### src/rtl/mul.sv
// Iterative 32x32 multiplier, radix-2 shift-add on operand magnitudes.
// One multiplier bit per cycle; sign applied to the 64-bit product at the output.
//
// state | meaning
// IDLE  | waiting for valid; result holds the last completed product
// RUN   | 32 shift-add steps in progress, mul_stall high
module mul (
    input  logic        clk,
    input  logic        rst,
    input  logic        flush,
    input  logic [31:0] a,
    input  logic [31:0] b,
    input  logic        valid,
    input  logic        sign,
    output logic        mul_stall,
    output logic [63:0] result
);

    typedef enum logic {IDLE, RUN} state_t;

    state_t      state, state_nx;
    logic [5:0]  cnt;
    logic [31:0] a_save, b_save;
    logic        sign_save;
    logic [32:0] acc_hi;
    logic [31:0] mplr, mcand_abs;

    logic        accept, last_step;
    logic [31:0] a_mag, b_mag;
    logic [32:0] sum;
    logic [63:0] prod;
    logic        neg;

    always_comb begin
        accept    = 1'b0;
        last_step = 1'b0;
        state_nx  = state;
        if (flush) begin
            state_nx = IDLE;
        end else begin
            case (state)
                IDLE: if (valid) begin
                    accept   = 1'b1;
                    state_nx = RUN;
                end
                RUN: if (cnt == 6'd32) begin
                    last_step = 1'b1;
                    state_nx  = IDLE;
                end
                default: state_nx = IDLE;
            endcase
        end
    end

    always_ff @(posedge clk or negedge rst) begin
        if (!rst) state <= IDLE;
        else      state <= state_nx;
    end

    always_ff @(posedge clk or negedge rst) begin
        if (!rst)                cnt <= 6'd0;
        else if (flush)          cnt <= 6'd0;
        else if (accept)         cnt <= 6'd1;
        else if (state == RUN)   cnt <= last_step ? 6'd0 : cnt + 6'd1;
    end

    // Magnitudes only for signed requests with a negative operand
    always_comb begin
        a_mag = (sign && a[31]) ? (~a + 32'd1) : a;
        b_mag = (sign && b[31]) ? (~b + 32'd1) : b;
    end

    // acc_hi[32] is always zero, so adding the full register equals adding its low 32 bits
    assign sum = acc_hi + {1'b0, (mplr[0] ? mcand_abs : 32'd0)};

    always_ff @(posedge clk or negedge rst) begin
        if (!rst) begin
            a_save    <= 32'd0;
            b_save    <= 32'd0;
            sign_save <= 1'b0;
            acc_hi    <= 33'd0;
            mplr      <= 32'd0;
            mcand_abs <= 32'd0;
        end else if (accept) begin
            a_save    <= a;
            b_save    <= b;
            sign_save <= sign;
            acc_hi    <= 33'd0;
            mplr      <= b_mag;
            mcand_abs <= a_mag;
        end else if (state == RUN && !flush) begin
            {acc_hi, mplr} <= {1'b0, sum, mplr[31:1]};
        end
    end

    assign prod      = {acc_hi[31:0], mplr};
    assign neg       = sign_save & (a_save[31] ^ b_save[31]);
    assign result    = neg ? (~prod + 64'd1) : prod;
    assign mul_stall = |cnt;

endmodule

### config.mk
export PLATFORM = sky130hd
export DESIGN_NAME = mul
export DESIGN_NICKNAME = d
export VERILOG_FILES = /design/src/rtl/mul.sv
export SDC_FILE = /design/constraint.sdc
export NUM_CORES = 1
export LEC_CHECK = 0
export ABC_AREA = 1
export ABC_CLOCK_PERIOD_IN_PS = 3200
export CORE_MARGIN = 5
export CORE_UTILIZATION = 30
export DETAILED_ROUTE_END_ITERATION = 8
export HOLD_SLACK_MARGIN = 0.03
export SYNTH_ARGS = -nofsm -noshare
export SYNTH_HDL_FRONTEND = slang
export SYNTH_SLANG_ARGS = --single-unit
export TNS_END_PERCENT = 5
### constraint.sdc
create_clock -name clk -period 3.2 [get_ports clk]
set_input_delay 0.32 -clock clk [delete_from_list [all_inputs] [get_ports clk]]
set_output_delay 0.32 -clock clk [all_outputs]
set_load 0.02 [all_outputs]
Yosys cells after proc, flatten, opt, wreduce, memory -nomap -nowiden
Index checks and enable logic that the tools add are counted.
{ "word_totals": {"elab_cells": 48, "reg_bits": 169} }
{ "op_classes": {"eq_ne": 1, "bitwise": 6, "n_reduce_logical": 7, "muxes": 21, "n_addsub": 5} }
{ "ops": {"columns": ["cell", "n"], "rows": [
  ["32-bit 2-to-1 mux", 5],
  ["33-bit 2-to-1 mux", 2],
  ["32-bit by 1-bit adder with 32-bit output (second input constant)", 2],
  ["64-bit by 1-bit adder with 64-bit output (second input constant)", 1],
  ["64-bit 2-to-1 mux", 1],
  ["32-bit inverter", 2],
  ["64-bit inverter", 1],
  ["33-bit by 32-bit adder with 33-bit output", 1],
  ["6-bit 2-to-1 mux", 4],
  ["1-bit 2-to-1 mux", 8],
  ["6-bit by 1-bit adder with 6-bit output (second input constant)", 1],
  ["6-bit equality test (second input constant)", 1],
  ["6-bit OR reduction", 1],
  ["1-bit logical AND", 3],
  ["3-bit nonzero test", 1],
  ["1-bit one-hot mux with 2 select lines", 1],
  ["2-bit nonzero test", 1],
  ["1-bit bitwise AND", 1],
  ["1-bit logical NOT", 1],
  ["1-bit inverter", 1],
  ["1-bit bitwise XOR", 1]
]} }

Depth between registers and ports, before layout
{ "logic_depth": {"word_depth": 8, "mapped_depth": 18, "ltp_nobuf": 16} }

Worst setup path after synthesis
No wires, ideal clock.
{ "synth_path": {"path_type": "register to register", "start": "register mplr[0]", "end": "register acc_hi[15]", "n_path_buf": 2, "stages_incl_launch_ff": 18, "arrival_time_ns": 2.189, "path_slack_ns": 0.885, "cell_sequence": "dfrtp_1 -> buf_2 -> clkbuf_1 -> nand2_1 -> inv_1 -> ha_1 -> inv_1 -> fa_1 -> inv_1 -> nand3_1 -> nand3_1 -> nand2_1 -> nand2_1 -> nand3_1 -> nand2_1 -> nand2_1 -> nand2_1 -> o21ai_0"} }
{ "synth_via": {"elab_chain_len": 4} }
{ "synth_rtl": {"columns": ["item", "line_no", "text"], "rows": [
  ["start: declaration", "26", "logic [31:0] mplr, mcand_abs;"],
  ["start signal: assignment", "89", "mplr <= b_mag;"],
  ["start signal: assignment", "92", "{acc_hi, mplr} <= {1'b0, sum, mplr[31:1]};"],
  ["32-bit 2-to-1 mux", "74", "assign sum = acc_hi + {1'b0, (mplr[0] ? mcand_abs : 32'd0)};"],
  ["33-bit by 32-bit adder with 33-bit output", "74", null],
  ["33-bit 2-to-1 mux", "91", "end else if (state == RUN && !flush) begin"],
  ["33-bit 2-to-1 mux", "84", "end else if (accept) begin"],
  ["end signal: assignment", "92", null],
  ["end: declaration", "25", "logic [32:0] acc_hi;"]
]} }
No other way between the ends. The select of a mux whose other input is x is not followed.
A chain may end at the register's enable or synchronous reset.

Worst setup path in the final report
{ "layout_path": {"start": "register mplr[1]", "end": "output result[34]"} }
{ "layout_via": {"elab_chain_len": 3} }
{ "layout_rtl": {"columns": ["item", "line_no", "text"], "rows": [
  ["64-bit inverter", "98", "assign result = neg ? (~prod + 64'd1) : prod;"],
  ["64-bit by 1-bit adder with 64-bit output", "98", null],
  ["64-bit 2-to-1 mux", "98", null],
  ["end: declaration", "16", "output logic [63:0] result"]
]} }
No other way between the ends.

==> run metrics <==
Worst Path Buf+Inv=2; global-route wire length before repair=64040 um; final hold vios=0; distinct cell type count after synthesis=42; Tot Pwr=8.695 mW; GRT Overall Usage=19.74%; number of flops mapped to enable cells by yosys=0; metal3 WL=2581 um; RSZ-0062 raised after global routing=yes; slowest cell on the critical path=clkdlybuf4s50_1; fin crit period=3.205 ns; routed wire length per instance=16.55 um; Die Span Y=201.0 um; metal1 wirelength=19890 um; hold crit path type=reg -> reg; Worst-path clk slew=0.08 ns; share of the synthesized area in the top cell type=24.25%; max-cap viol count=0; crit-path leading delay family=buffers and inverters; Diodes inserted=0; vias in the first global route=11460; DRC Markers=0; final hold slack=0.4823 ns; Syn Inst Count=1885; Post-DP HPWL=33930 um; Core Footprint=36350 um^2; CTS tree=done; commonest cells in the netlist=nand2_1, inv_1, nor2_1; flops & latches, synth=106; vias per cell=4.888; share of post-route cells with drive strength above 1=4.376%; syn_nets=1992; DRT Wirelength=41020 um; Yosys warnings=0; 1st-iter DRT viols=1022; status=finished with violations; largest net degree at the start of global routing=78; Vias=12120; final net count=2114; skew final=0.01701 ns; crit-path max FO=10; Final Util=36.40%; Row Count=70; slew at the pin closest to its max-slew limit=0.7718 ns; Setup crit end kind=output port; Post-synth top flop=dfrtp_1; Pre-Repair DR Iteration Count=6; Leak=7.157 nW; clock sinks=106; CP cell instances=inv_2, ha_1, nand3_2, nor2_8, nand3_4, o21ai_4, nand2_1, xor2_1, clkdlybuf4s50_1; Layout area overhead=20.93%; Fillers=3956; worst skew pair latency=0.38 ns; CTS Root Cell=clkbuf_16; final setup fails=1; Die ar.=40390 um^2; Seq/Total Area, Yosys=24.25%; GPL Wtd Cong=0.9913; top layer in use=met4; Slew Limit Headroom=48.55%; Peak VDD IR=389.9 uV; Slew Limit Fails=0; top-count cell post-synth=nand2_1; PortBufs=133; pwr dens=657.2 nW/um^2; WS Path Type=reg -> out; final setup margin=-0.004577 ns; Post-CTS Setup Inserts=0; leading area contributor after synthesis=dfrtp_1; max incr delay on CP=0.65 ns; Ports=134; post-synthesis async set-or-reset flop share=100.0%; nature of the critical path startpoint=flip-flop; antenna-violating nets left=0; synthesized area=10940 um^2; failing checks=setup timing; met2 wire len=17650 um; worst endpoint data arrival time=2.88 ns; CTS Buf Count=9; total gr overflow=0; CTS H-Tree Depth=3; Die X=201.0 um; Syn Area/Cell=5.804 um^2; Max Clock Freq=312.1 MHz; Initial Util=30.10%; Max Root-Sink Buffers=2; top post-synthesis cells by area=dfrtp_1, nand2_1, inv_1, nand3_1, nor2_1; CP Data Required Time=2.88 ns; antenna violations before repair=0; final critical-path share of the clock period=100.1%
==> tightest hold or removal path, delay by kind of cell (launching register included) <==
kind          cells  cell delay [ns]
simple gates      2             0.10
flops             1             0.35
==> placed cells by master (no fill, tap or decap), types with 4 or more instances in the layout <==
cell             netlist  routed
buf_4                  2      20
nand4_1               43      43
nor3_1                 9       8
nor2_2                11      14
o21ai_1               13      11
a21oi_1               44      44
o22ai_1                8       8
xnor2_1                4       4
dfrtp_1              106     106
a22oi_1               13      13
clkdlybuf4s50_1        0     108
dlymetal6s2s_1         0      22
ha_1                  37      37
nand3_1              158     158
nor2_1               208     203
and2_1                 4       4
inv_2                  7       8
xor2_1                69      69
o21ai_0              110     110
clkbuf_16              0       9
nand3b_1               4       4
o211ai_1               4       4
nor2_4                 3       5
nand2_2                4       5
nand2_1              657     656
inv_1                294     293
o21ai_2                2       4
==> metal layers <==
metal	global-route usage, %	vias to the layer above
met2	29.98	352
met1	28.68	5569
li1	-	6154
met5	0	-
met4	5.728	0
met3	3.489	42
==> worst paths after layout <==
| kind | start | end | slack (ns) | cells past startpoint |
|---|---|---|---|---|
| setup reg to reg | mplr[0] | acc_hi[28] | 0.44 | 15 |
| min in group asynchronous | rst | acc_hi[15] | 0.53 | 2 |
| hold reg to reg | mcand_abs[23] | mcand_abs[23] | 0.48 | 2 |
| max in group asynchronous | rst | mplr[13] | 1.89 | 3 |
| setup / recovery | mplr[1] | result[34] | -0.005 | 9 |
| hold / removal | mcand_abs[23] | mcand_abs[23] | 0.48 | 2 |
==> sequential cells by signal, indices dropped and copies added (netlist names) <==
register and flops:
b_save 1, sign_save 1, cnt 6, state 1
mcand_abs 31, acc_hi 32, a_save 2, mplr 32
==> kinds of logic (layout without fill, tap and decap cells) <==
kind of cell               count (synthesis)  count (layout)  share of synthesized area, %
DFF                                      106             106                         24.25
AOI/OAI and AO/OA                        209             209                         10.66
buffers and inverters                    346             472                         12.11
xor gates and xnor gates                  73              73                         5.844
and+or+nand+nor                         1113            1113                         42.73
adders and majority gates                 38              38                         4.414
==> area by class of cell <==
type | instances | area [um^2] | share of cell area (%)
clock buffers | 9 | 225.2 | 1.702
clock inverters | 6 | 60.06 | 0.4539
inverters | 302 | 1135 | 8.578
multi-input cells | 1433 | 7007 | 52.96
flip-flops and latches | 106 | 2653 | 20.05
well taps | 468 | 585.6 | 4.426
repair buffers | 155 | 1565 | 11.83
==> timing repair <==
item,in CTS,in global routing
gates cloned,0,0
endpoints found under the hold margin,20,0
hold buffers,1,0
resized for setup,4,30
endpoints found under the setup margin,6,32
==> stage by stage <==
| stage | worst slack (ns) | std cells | area [um^2] | TNS [ns] |
|---|---|---|---|---|
| floorplan | 0.8848 | 1885 | 10940 | 0 |
| global placement | 0.3240 | 2463 | 12850 | 0 |
| detailed placement | 0.3844 | 2463 | 12850 | 0 |
| CTS | -0.02107 | 2479 | 13150 | -0.02107 |
| global route | -0.1481 | 2479 | 13230 | -0.2572 |
| finish | -0.004577 | 2479 | 13230 | -0.004577 |
==> power breakdown <==
| part | switching [mW] | internal [mW] |
|---|---|---|
| Clock | 0.589 | 0.544 |
| Combinational | 3.52 | 1.93 |
| Sequential | 0.441 | 1.68 |
| Total | 4.55 | 4.15 |
Power figures use the tool's default switching activity.
